[src/rtl/sub16_ns_pkg.sv]
// Shared definitions for the nibble-serial 16-bit subtractor: widths, FSM states and the
// nibble-select helper used to feed the 4-bit adder.
package sub16_ns_pkg;

  localparam int unsigned Width   = 16;
  localparam int unsigned Nibbles = 4;
  localparam logic [1:0]  LastIdx = 2'(Nibbles - 1);

  typedef enum logic [1:0] {
    StIdle = 2'd0,
    StRun  = 2'd1,
    StDone = 2'd2
  } state_e;

  function automatic logic [3:0] nib_sel(input logic [Width-1:0] v, input logic [1:0] idx);
    return v[{idx, 2'b00} +: 4];
  endfunction

endpackage

[src/rtl/sub16_ns_cla4.sv]
// 4-bit carry-lookahead adder: s = a + b + ci, with flattened lookahead carries.
module sub16_ns_cla4 (
  input  logic [3:0] a_i,
  input  logic [3:0] b_i,
  input  logic       ci_i,
  output logic [3:0] s_o,
  output logic       co_o
);

  logic [3:0] p;
  logic [3:0] g;
  logic [4:0] c;

  assign p = a_i ^ b_i;
  assign g = a_i & b_i;

  assign c[0] = ci_i;
  assign c[1] = g[0] | (p[0] & ci_i);
  assign c[2] = g[1] | (p[1] & g[0]) | (p[1] & p[0] & ci_i);
  assign c[3] = g[2] | (p[2] & g[1]) | (p[2] & p[1] & g[0]) | (p[2] & p[1] & p[0] & ci_i);
  assign c[4] = g[3] | (p[3] & g[2]) | (p[3] & p[2] & g[1]) | (p[3] & p[2] & p[1] & g[0])
              | (p[3] & p[2] & p[1] & p[0] & ci_i);

  assign s_o  = p ^ c[3:0];
  assign co_o = c[4];

endmodule

[src/rtl/sub16_ns.sv]
// Nibble-serial 16-bit subtractor: d = a - b computed as a + ~b + 1, one nibble per cycle
// through a single cla4, with borrow/zero/signed-overflow flags and a start/done handshake.
module sub16_ns
  import sub16_ns_pkg::*;
(
  input  logic             clk,
  input  logic             reset_n,
  input  logic             start,
  input  logic [Width-1:0] a,
  input  logic [Width-1:0] b,
  output logic [Width-1:0] d,
  output logic             borrow,
  output logic             zero,
  output logic             ovf,
  output logic             busy,
  output logic             done
);

  state_e           state_q, state_d;
  logic [Width-1:0] opa_q, opa_d;
  logic [Width-1:0] opb_q, opb_d;   // holds ~b
  logic [Width-1:0] acc_q, acc_d;
  logic [Width-1:0] d_q, d_d;
  logic             carry_q, carry_d;
  logic [1:0]       idx_q, idx_d;
  logic             borrow_q, borrow_d;
  logic             zero_q, zero_d;
  logic             ovf_q, ovf_d;

  logic [3:0]       cla_s;
  logic             cla_co;

  sub16_ns_cla4 u_cla4 (
    .a_i  (nib_sel(opa_q, idx_q)),
    .b_i  (nib_sel(opb_q, idx_q)),
    .ci_i (carry_q),
    .s_o  (cla_s),
    .co_o (cla_co)
  );

  always_comb begin
    state_d  = state_q;
    opa_d    = opa_q;
    opb_d    = opb_q;
    acc_d    = acc_q;
    carry_d  = carry_q;
    idx_d    = idx_q;
    d_d      = d_q;
    borrow_d = borrow_q;
    zero_d   = zero_q;
    ovf_d    = ovf_q;
    unique case (state_q)
      StIdle: begin
        if (start) begin
          state_d = StRun;
          opa_d   = a;
          opb_d   = ~b;
          carry_d = 1'b1;
          idx_d   = 2'd0;
        end
      end
      StRun: begin
        acc_d[{idx_q, 2'b00} +: 4] = cla_s;
        carry_d = cla_co;
        idx_d   = idx_q + 2'd1;
        // Results become visible only once the last nibble lands.
        if (idx_q == LastIdx) begin
          state_d  = StDone;
          d_d      = acc_d;
          borrow_d = ~cla_co;
          zero_d   = (acc_d == '0);
          ovf_d    = (opa_q[Width-1] == opb_q[Width-1]) && (acc_d[Width-1] != opa_q[Width-1]);
        end
      end
      StDone: state_d = StIdle;
      default: state_d = StIdle;
    endcase
  end

  always_ff @(posedge clk or negedge reset_n) begin
    if (!reset_n) begin
      state_q  <= StIdle;
      opa_q    <= '0;
      opb_q    <= '0;
      acc_q    <= '0;
      carry_q  <= 1'b0;
      idx_q    <= 2'd0;
      d_q      <= '0;
      borrow_q <= 1'b0;
      zero_q   <= 1'b0;
      ovf_q    <= 1'b0;
    end else begin
      state_q  <= state_d;
      opa_q    <= opa_d;
      opb_q    <= opb_d;
      acc_q    <= acc_d;
      carry_q  <= carry_d;
      idx_q    <= idx_d;
      d_q      <= d_d;
      borrow_q <= borrow_d;
      zero_q   <= zero_d;
      ovf_q    <= ovf_d;
    end
  end

  assign d      = d_q;
  assign borrow = borrow_q;
  assign zero   = zero_q;
  assign ovf    = ovf_q;
  assign busy   = (state_q != StIdle);
  assign done   = (state_q == StDone);

endmodule

[config.mk]
export PLATFORM = sky130hd
export DESIGN_NAME = sub16_ns
export DESIGN_NICKNAME = d
export VERILOG_FILES = /design/src/rtl/sub16_ns_pkg.sv /design/src/rtl/sub16_ns_cla4.sv /design/src/rtl/sub16_ns.sv
export SDC_FILE = /design/constraint.sdc
export NUM_CORES = 1
export LEC_CHECK = 0
export ABC_AREA = 1
export BUFFER_PORTS_ARGS = -buffer_cell sky130_fd_sc_hd__buf_2
export CORE_MARGIN = 2
export CORE_UTILIZATION = 45
export CTS_BUF_LIST = sky130_fd_sc_hd__clkbuf_2 sky130_fd_sc_hd__clkbuf_4 sky130_fd_sc_hd__clkbuf_8
export DETAILED_ROUTE_END_ITERATION = 6
export PLACE_DENSITY = 0.71
export SLEW_MARGIN = 15
export SYNTH_ARGS = -nofsm -noshare
export SYNTH_HDL_FRONTEND = slang
export SYNTH_SLANG_ARGS = --single-unit
[constraint.sdc]
create_clock -name clk -period 2.5 [get_ports clk]
set_input_delay 0 -clock clk [delete_from_list [all_inputs] [get_ports clk]]
set_output_delay 0 -clock clk [all_outputs]
set_load 0.05 [all_outputs]
==> metrics, run 1 <==
status finished, final reports clean; syn nets 488; met3 GRT Util 0.0358; design area 0.00455 mm^2; Slew HR 0.466; worst hold path class primary input to async pin; Worst Path Required 2.74 ns; final hold vios 0; die width 92.7 um; Diodes inserted 0; startpoint type of the worst setup path register; die area 0.00859 mm^2; Longest Clk Path Bufs 2; Yosys warning count 0; arrival time at the worst endpoint 2.57 ns; endpoint class of the critical path register; grt met2 use 0.353; RePlAce Congestion 0.940; Worst path max stage delay 0.46 ns; PD cells 1520 mW/mm^2; post-placement cell area 0.00396 mm^2; Final Worst Setup Slack 0.165 ns; Post-DP HPWL 5780 um; Area Growth Syn to Fin 28.6%; Die Ht 92.7 um; #FFs+latches synth 72; mux cell area share after synthesis 0; Antenna Nets Post-Route 0; Num CTS Buffers 9; via count 3182; DR WL/cell 13.2 um; Nets 583; register area share after synthesis 0.509; Post-Synth Simple-Gate Area 0.281; post-synthesis xor/xnor area fraction 0; Crit-path slowest cell fa_1; R2R setup slack 0.16 ns; synthesized area per cell 8.02 um^2; crit-path cells inv_4 > o21ai_0 > o22ai_2 > fa_1 > inv_1 > nand2_1 > nand2_2 > nand3_1 > and2_2 > nand2_2 > nor2_2 > nand3_1 > nor2_1 > nand3_1 > nand2_1; Critical Path Most Common Cell nand3_1; max-slew violations 0; initial DRC count 134; Worst Max-Slew Pin Slew 0.801 ns; Core ar. 0.00769 mm^2; clock skew 0.0105 ns; synthesized instance count 441; clk sinks 72; register area 0.00180 mm^2; most frequent cells in the layout nand2_1, dfrtp_1, buf_2, o21ai_0, nor2_1; Reg clk slew, reported paths 0.08 ns; Worst Path Class, Setup register to register; most common cell after layout, fill and taps aside nand2_1; DP Worst Slack 0.107 ns; Multi-input gate area 0.00156 mm^2; starting density of the core 0.460; Cell Area, Synth 0.00354 mm^2; share of layout cells above drive strength 1 0.205; Filler cells 718; post-layout min period 2.34 ns; DRC violations left 0; CTS tree built; initial antenna violation count 0; routed wire length 8470 um; Post-Place Cells 593; Max Cap Violations 0; adder-cell area share of the yosys netlist 0.0446; row count 32; setup_tns 0 ns; leakage 2.35 nW; Root Driver clkbuf_8; reg2reg path depth 15; part of the cycle the worst path needs 0.934; global-route wire length before repair 14600 um; vias per cell 4.95; largest family of logic cells by synthesized area simple AND/OR/NAND/NOR gates; final non-filler cell total 643; clk_lat worst skew 0.35 ns; gr ovfl total 0; met1 GRT Util 0.286; Peak VDD IR 0.000614 V; Util after Layout 0.592; synth unique cells 26; Top Usage Layer GRT met2; final setup fails 0; Boundary Pins 56; first drt pass iteration count 5; FMAX 428 MHz; CP max FO 17; largest net degree at the start of global routing 49; Port Buf Inserts 55; compound-cell area share of the yosys netlist 0.110; gr usage total 0.216; vias in the first global route 3136; H-tree levels 3
[metrics by stage]
| step | total power, mW | hold WS (ns) |
|---|---|---|
| 2_1_floorplan | 4.89 | -0.296 |
| 5_1_grt | 7.53 | 0.329 |
| 6_report | 6.90 | 0.266 |
| 4_1_cts | 6.86 | 0.285 |
| 3_5_place_dp | 5.76 | 0.138 |
| 3_3_place_gp | 5.67 | 0.128 |
[cells in the mapped netlist (all sizes together)]
library cell	count	area [um^2]
ha	11	138
nor2	44	185
nand3	18	90.1
dfrtp	72	1800
nand2	165	649
nand4	9	62.6
inv	31	119
a21oi	2	10.0
clkinv	1	3.75
buf	8	42.5
fa	1	20.0
clkbuf	8	30.0
o21a	3	22.5
o22ai	9	56.3
o21ai	50	250
and2	1	7.51
a31oi	8	50.1
[routing by layer]
layer	up-vias	part of all wire
met4	0	0.015
met1	1484	0.46
li1	1615	-
met5	-	0
met2	71	0.49
met3	12	0.040
[worst max-delay path: cells and delay by family, from the launching register on]
kind	cells	cell delay, ns
AND/OR/NAND/NOR	10	0.71
adder cells (fa/ha/maj)	1	0.46
flip-flops	1	0.44
AO/OA/AOI/OAI	2	0.41
buffers and inverters	2	0.20
[where the power goes]
part	switching, mW	internal, mW
Combinational	2.57	1.26
Sequential	0.333	1.69
Clock	0.437	0.598
[registers in the layout, indices dropped and copies added (netlist names)]
register	cells
d	16
carry_q	1
opa_q	16
zero	1
opb_q	16
acc_q	16
ovf	1
state_q	2
borrow	1
idx_q	2
[what timing repair did]
item | 4_1_cts | 5_1_grt
endpoints found under the setup margin | 0 | 2
hold buffers | 34 | 0
setup buffers | 0 | 0
hold endpoints to repair | 66 | 0
resized for setup | 0 | 7
[cell families after synthesis]
family,count (synthesis)
AND/OR/NAND/NOR,237
adder cells (fa/ha/maj),12
AO/OA/AOI/OAI,72
flip-flops,72
buffers and inverters,48
[path summary, 6_finish.rpt]
path                           from  endpoint
min in group clk               b[9]  opb_q[9]
hold / removal              reset_n      d[8]
max in group asynchronous   reset_n  idx_q[0]
hold reg to reg                d[6]      d[6]
setup reg to reg           idx_q[0]      zero
setup / recovery           idx_q[0]      zero
[cell type report]
class / count / area share
clock buffer: 11 / 0.0319
clock inverter: 5 / 0.0176
inverter: 32 / 0.0270
multi-input combinational: 321 / 0.342
sequential: 72 / 0.396
tap: 102 / 0.0281
timing repair buffer: 100 / 0.157
Power figures use the tool's default switching activity.
==> run 2, diff against run 1 <==
Settings changed: PLACE_DENSITY 0.71 to 0.69.
Clock period 2.5 ns to 2.8 ns, I/O delays scaled along.
==> metrics, run 2 (synthesis gave the netlist of run 1 again) <==
post-layout min period 2.43 ns; initial DRC count 114; worst hold path class primary input to register; DR WL/cell 12.6 um; vias per cell 4.95; status finished, final reports clean; final setup fails 0; RSZ-0062 raised after global routing no; vias in the first global route 2974; initial antenna violation count 0; gr usage total 0.202; Max Cap Violations 0; FMAX 412 MHz; Peak VDD IR 0.000550 V; most frequent cells in the layout nand2_1, dfrtp_1, buf_2, o21ai_0, nor2_1; Core ar. 0.00769 mm^2; post-placement cell area 0.00391 mm^2; arrival time at the worst endpoint 2.72 ns; row count 32; largest net degree at the start of global routing 73; Worst Path Required 3.09 ns; Post-DP HPWL 5560 um; first drt pass iteration count 4; DP Worst Slack 0.329 ns; Area Growth Syn to Fin 25.2%; design area 0.00443 mm^2; hold slack final 0.363 ns; Boundary Pins 56; RePlAce Congestion 0.889; Port Buf Inserts 55; Root Driver clkbuf_8; clock skew 0.00431 ns; family with the most delay on the worst path simple AND/OR/NAND/NOR gates; Worst Path Class, Setup register to register; Longest Clk Path Bufs 2; Antenna Nets Post-Route 0; Critical Path Most Common Cell nand2_1; Slew HR 0.403; via count 3150; share of layout cells above drive strength 1 0.189; endpoint class of the critical path register; die width 92.7 um; H-tree levels 3; clk sinks 72; Crit-path slowest cell fa_1; Reg clk slew, reported paths 0.07 ns; crit-path cells inv_4 > o21ai_0 > o22ai_1 > fa_1 > inv_1 > nor2_1 > nand2_1 > nand2_1 > nor2_1 > nand2_1 > nor2_2 > nand3_1 > nor2_1 > nand3_1 > nand2_1; CTS tree built; DRC violations left 0; Diodes inserted 0; max-slew violations 0; Num CTS Buffers 9; Worst path max stage delay 0.52 ns; starting density of the core 0.460; post-route total power 5.86 mW; global-route wire length before repair 13700 um; PD cells 1320 mW/mm^2; Final Worst Setup Slack 0.373 ns; final hold vios 0; Nets 578; Die Ht 92.7 um; gr ovfl total 0; clk_lat worst skew 0.35 ns; Worst Max-Slew Pin Slew 0.896 ns; CP max FO 21; die area 0.00859 mm^2; part of the cycle the worst path needs 0.867; leakage 2.30 nW; most common cell after layout, fill and taps aside nand2_1; WP buf/inv 2; startpoint type of the worst setup path register; routed wire length 8000 um; setup_tns 0 ns
## run 2: changes by cell type in the layout (fill, tap and decap cells not counted), sizes merged
cell,delta
inv,-1
clkbuf,+1
clkinv,+2
clkinvlp,-1
buf,-5
bufinv,-2
## run 2: cell type report
| cell class | instances | area, um^2 |
|---|---|---|
| Clock buffer | 12 | 159 |
| Clock inverter | 3 | 17.5 |
| Fill cell | 714 | 3260 |
| Inverter | 32 | 123 |
| Multi-Input combinational cell | 321 | 1540 |
| Sequential cell | 72 | 1800 |
| Tap cell | 102 | 128 |
| Timing Repair Buffer | 95 | 661 |
## run 2: power breakdown
group | switching, mW | internal [mW] | total (mW)
clock network | 0.372 | 0.372 | 0.744
registers | 0.290 | 1.51 | 1.80
logic | 2.25 | 1.07 | 3.31
## run 2: worst reg2reg max path, delay by kind of cell, from the launching register on
family | cells | cell delay [ns]
AO/OA/AOI/OAI | 2 | 0.38
adder cells (fa/ha/maj) | 1 | 0.52
buffers and inverters | 2 | 0.27
flip-flops | 1 | 0.47
AND/OR/NAND/NOR | 10 | 0.74
## run 2: metrics by stage
stage          instances   util
2_1_floorplan        441      -
3_3_place_gp         588  0.509
3_5_place_dp         588  0.509
4_1_cts              637  0.576
5_1_grt              637  0.576
6_report             637  0.576
## run 2: path summary, 6_finish.rpt
| path | cells past startpoint | slack (ns) | end | from |
|---|---|---|---|---|
| setup reg to reg | 15 | 0.37 | zero | idx_q[0] |
| hold reg to reg | 2 | 0.48 | d[8] | d[8] |
| min in group asynchronous | 3 | 0.39 | d[8] | reset_n |
| max in group asynchronous | 3 | 1.79 | idx_q[0] | reset_n |
| hold / removal | 3 | 0.36 | opb_q[13] | b[13] |
| setup / recovery | 15 | 0.37 | zero | idx_q[0] |
## run 2: repair_timing
item	in CTS	in global routing
hold buffers	34	0
hold endpoints to repair	105	0
resized for setup	0	1
buffers inserted	0	0
endpoints found under the setup margin	0	1
## run 2: layer usage
metal	up-vias	GRT usage	part of all wire
li1	1605	-	-
met1	1475	0.273	0.49
met2	58	0.325	0.47
met3	12	0.0350	0.030
met4	0	0.0821	0.017
met5	-	0	0
==> run 3, diff against run 2 <==
Settings changed: ABC_AREA 1 to not set.
==> metrics, run 3 <==
Worst Path Class, Setup register to register; Core ar. 0.00733 mm^2; gr ovfl total 0; vias per cell 5.32; Final Worst Setup Slack 0.237 ns; arrival time at the worst endpoint 2.85 ns; Post-DP HPWL 5430 um; first drt pass iteration count 4; share of the synthesized area in the top cell type 0.526; register area share after synthesis 0.526; compound-cell area share of the yosys netlist 0.156; mux cell area share after synthesis 0.118; Peak VDD IR 0.000693 V; internal power 3.44 mW; via count 2698; CP max FO 7; number of enable flip-flop cells after synthesis 0; clk sinks 72; DR WL/cell 15.3 um; Logic pwr share 0.576; post-layout min period 2.56 ns; PD cells 1410 mW/mm^2; FMAX 390 MHz; DRC violations left 0; row count 31; status finished, final reports clean; H-tree levels 3; adder-cell area share of the yosys netlist 0.0460; largest net degree at the start of global routing 34; syn nets 351; endpoint class of the critical path register; Slew HR 0.480; Multi-input gate area 0.00154 mm^2; Yosys warning count 0; starting density of the core 0.467; count leader, synth dfrtp_1; Worst Max-Slew Pin Slew 0.777 ns; P_sw 2.77 mW; Longest Clk Path Bufs 2; Diodes inserted 0; Net Sw Frac 0.446; clock group share of total power 0.137; crit-path cells buf_4 > mux4_2 > ha_1 > o21ai_1 > o21bai_1 > a21oi_2 > and2_1 > a22o_1; post-synthesis xor/xnor area fraction 0.00511; clk_lat worst skew 0.35 ns; RePlAce Congestion 0.888; Post-Synth Simple-Gate Area 0.121; initial antenna violation count 0; synth unique cells 48; final setup fails 0; Max Cap Violations 0; top cells by area, synth dfrtp_1, mux2_2, mux4_2; synthesized instance count 304; Area Growth Syn to Fin 29.0%; sequential power share 0.287; global-route wire length before repair 13300 um; Root Driver clkbuf_8; Die Ht 91.3 um; startpoint type of the worst setup path register; #FFs+latches synth 72; max-slew violations 0; most common flop cell mapped by yosys dfrtp_1; Synth area leader dfrtp_1; family with the most delay on the worst path compound AO/OA/AOI/OAI gates; commonest cells in the netlist dfrtp_1, a21oi_1, nand2_1; Reg clk slew, reported paths 0.07 ns; Worst Path Required 3.09 ns; die width 91.3 um; routed wire length 7770 um; final hold vios 0; Filler cells 613; vias in the first global route 2735; Nets 450; Worst path max stage delay 0.50 ns; Crit-path slowest cell mux4_2; largest family of logic cells by synthesized area compound AO/OA/AOI/OAI gates; RSZ-0062 raised after global routing no; Port Buf Inserts 55; setup_tns 0 ns; CTS tree built; worst hold path class primary input to async pin; gr usage total 0.204; Num CTS Buffers 9; die area 0.00833 mm^2; clock skew 0.00571 ns; part of the cycle the worst path needs 0.915; leakage 2.02 nW; Cell Area, Synth 0.00343 mm^2; share of layout cells above drive strength 1 0.292; WP buf/inv 1; register area 0.00180 mm^2; DP Worst Slack 0.151 ns; initial DRC count 89; Boundary Pins 56; most frequent cells in the layout dfrtp_1, buf_2, dlygate4sd3_1, a21oi_1, nand2_1; most common cell after layout, fill and taps aside dfrtp_1; synthesized area per cell 11.3 um^2; Antenna Nets Post-Route 0; ys async rst share 1.00
==> run 3: cells by family (layout without fill, tap and decap cells) <==
logic type,count (synthesis),in the layout
mux,28,28
compound gates,83,83
simple gates,85,85
flops,72,72
fa+ha+maj,12,12
buf+inv,22,126
xor+xnor,2,2
==> run 3: area by class of cell <==
class | instances | area share
Sequential cell | 72 | 0.408
Multi-Input combinational cell | 210 | 0.348
Timing Repair Buffer | 104 | 0.165
Clock buffer | 13 | 0.0376
Tap cell | 99 | 0.0280
Clock inverter | 3 | 0.00906
Inverter | 6 | 0.00509
==> run 3: final timing paths <==
path                       depth (start not counted)      from  slack, ns        end
max in group asynchronous                          3   reset_n       1.88  opb_q[15]
hold / removal                                     2   reset_n       0.14       d[9]
setup reg to reg                                   8  idx_q[0]       0.24   acc_q[7]
min in group clk                                   3      b[7]       0.35   opb_q[7]
hold reg to reg                                    2      d[5]       0.48       d[5]
setup / recovery                                   8  idx_q[0]       0.24   acc_q[7]
==> run 3: power groups by stage <==
stage	sequential, mW	clock (mW)	combinational (mW)
finish	1.78	0.851	3.58
global route	1.85	0.923	3.90
CTS	1.79	0.869	3.59
detailed placement	1.81	0	3.54
global placement	1.79	0	3.49
floorplan	2.07	0	2.15
==> run 3: what timing repair did <==
| item | in CTS | in global routing |
|---|---|---|
| resized for setup | 0 | 1 |
| setup endpoints to repair | 0 | 9 |
| hold endpoints to repair | 54 | 0 |
| setup buffers | 0 | 0 |
| hold buffers | 34 | 0 |
==> run 3: metrics by stage <==
stage	cell area [um^2]	hold slack (ns)	std cells	utilization	total power, mW
2_1_floorplan	3430	-0.296	304	-	4.22
3_3_place_gp	3870	-0.00618	457	0.528	5.28
3_5_place_dp	3870	-0.00390	457	0.528	5.34
4_1_cts	4420	0.154	507	0.603	6.25
5_1_grt	4420	0.200	507	0.603	6.66
6_report	4420	0.144	507	0.603	6.21
==> run 3: routing by layer <==
layer,track usage,wire (um),share of wire,vias to the layer above
met1,0.259,3350,0.43,1308
met4,0.0922,187,0.024,0
li1,-,-,-,1301
met3,0.0365,312,0.040,19
met2,0.343,3920,0.50,70
met5,0,0,0,-
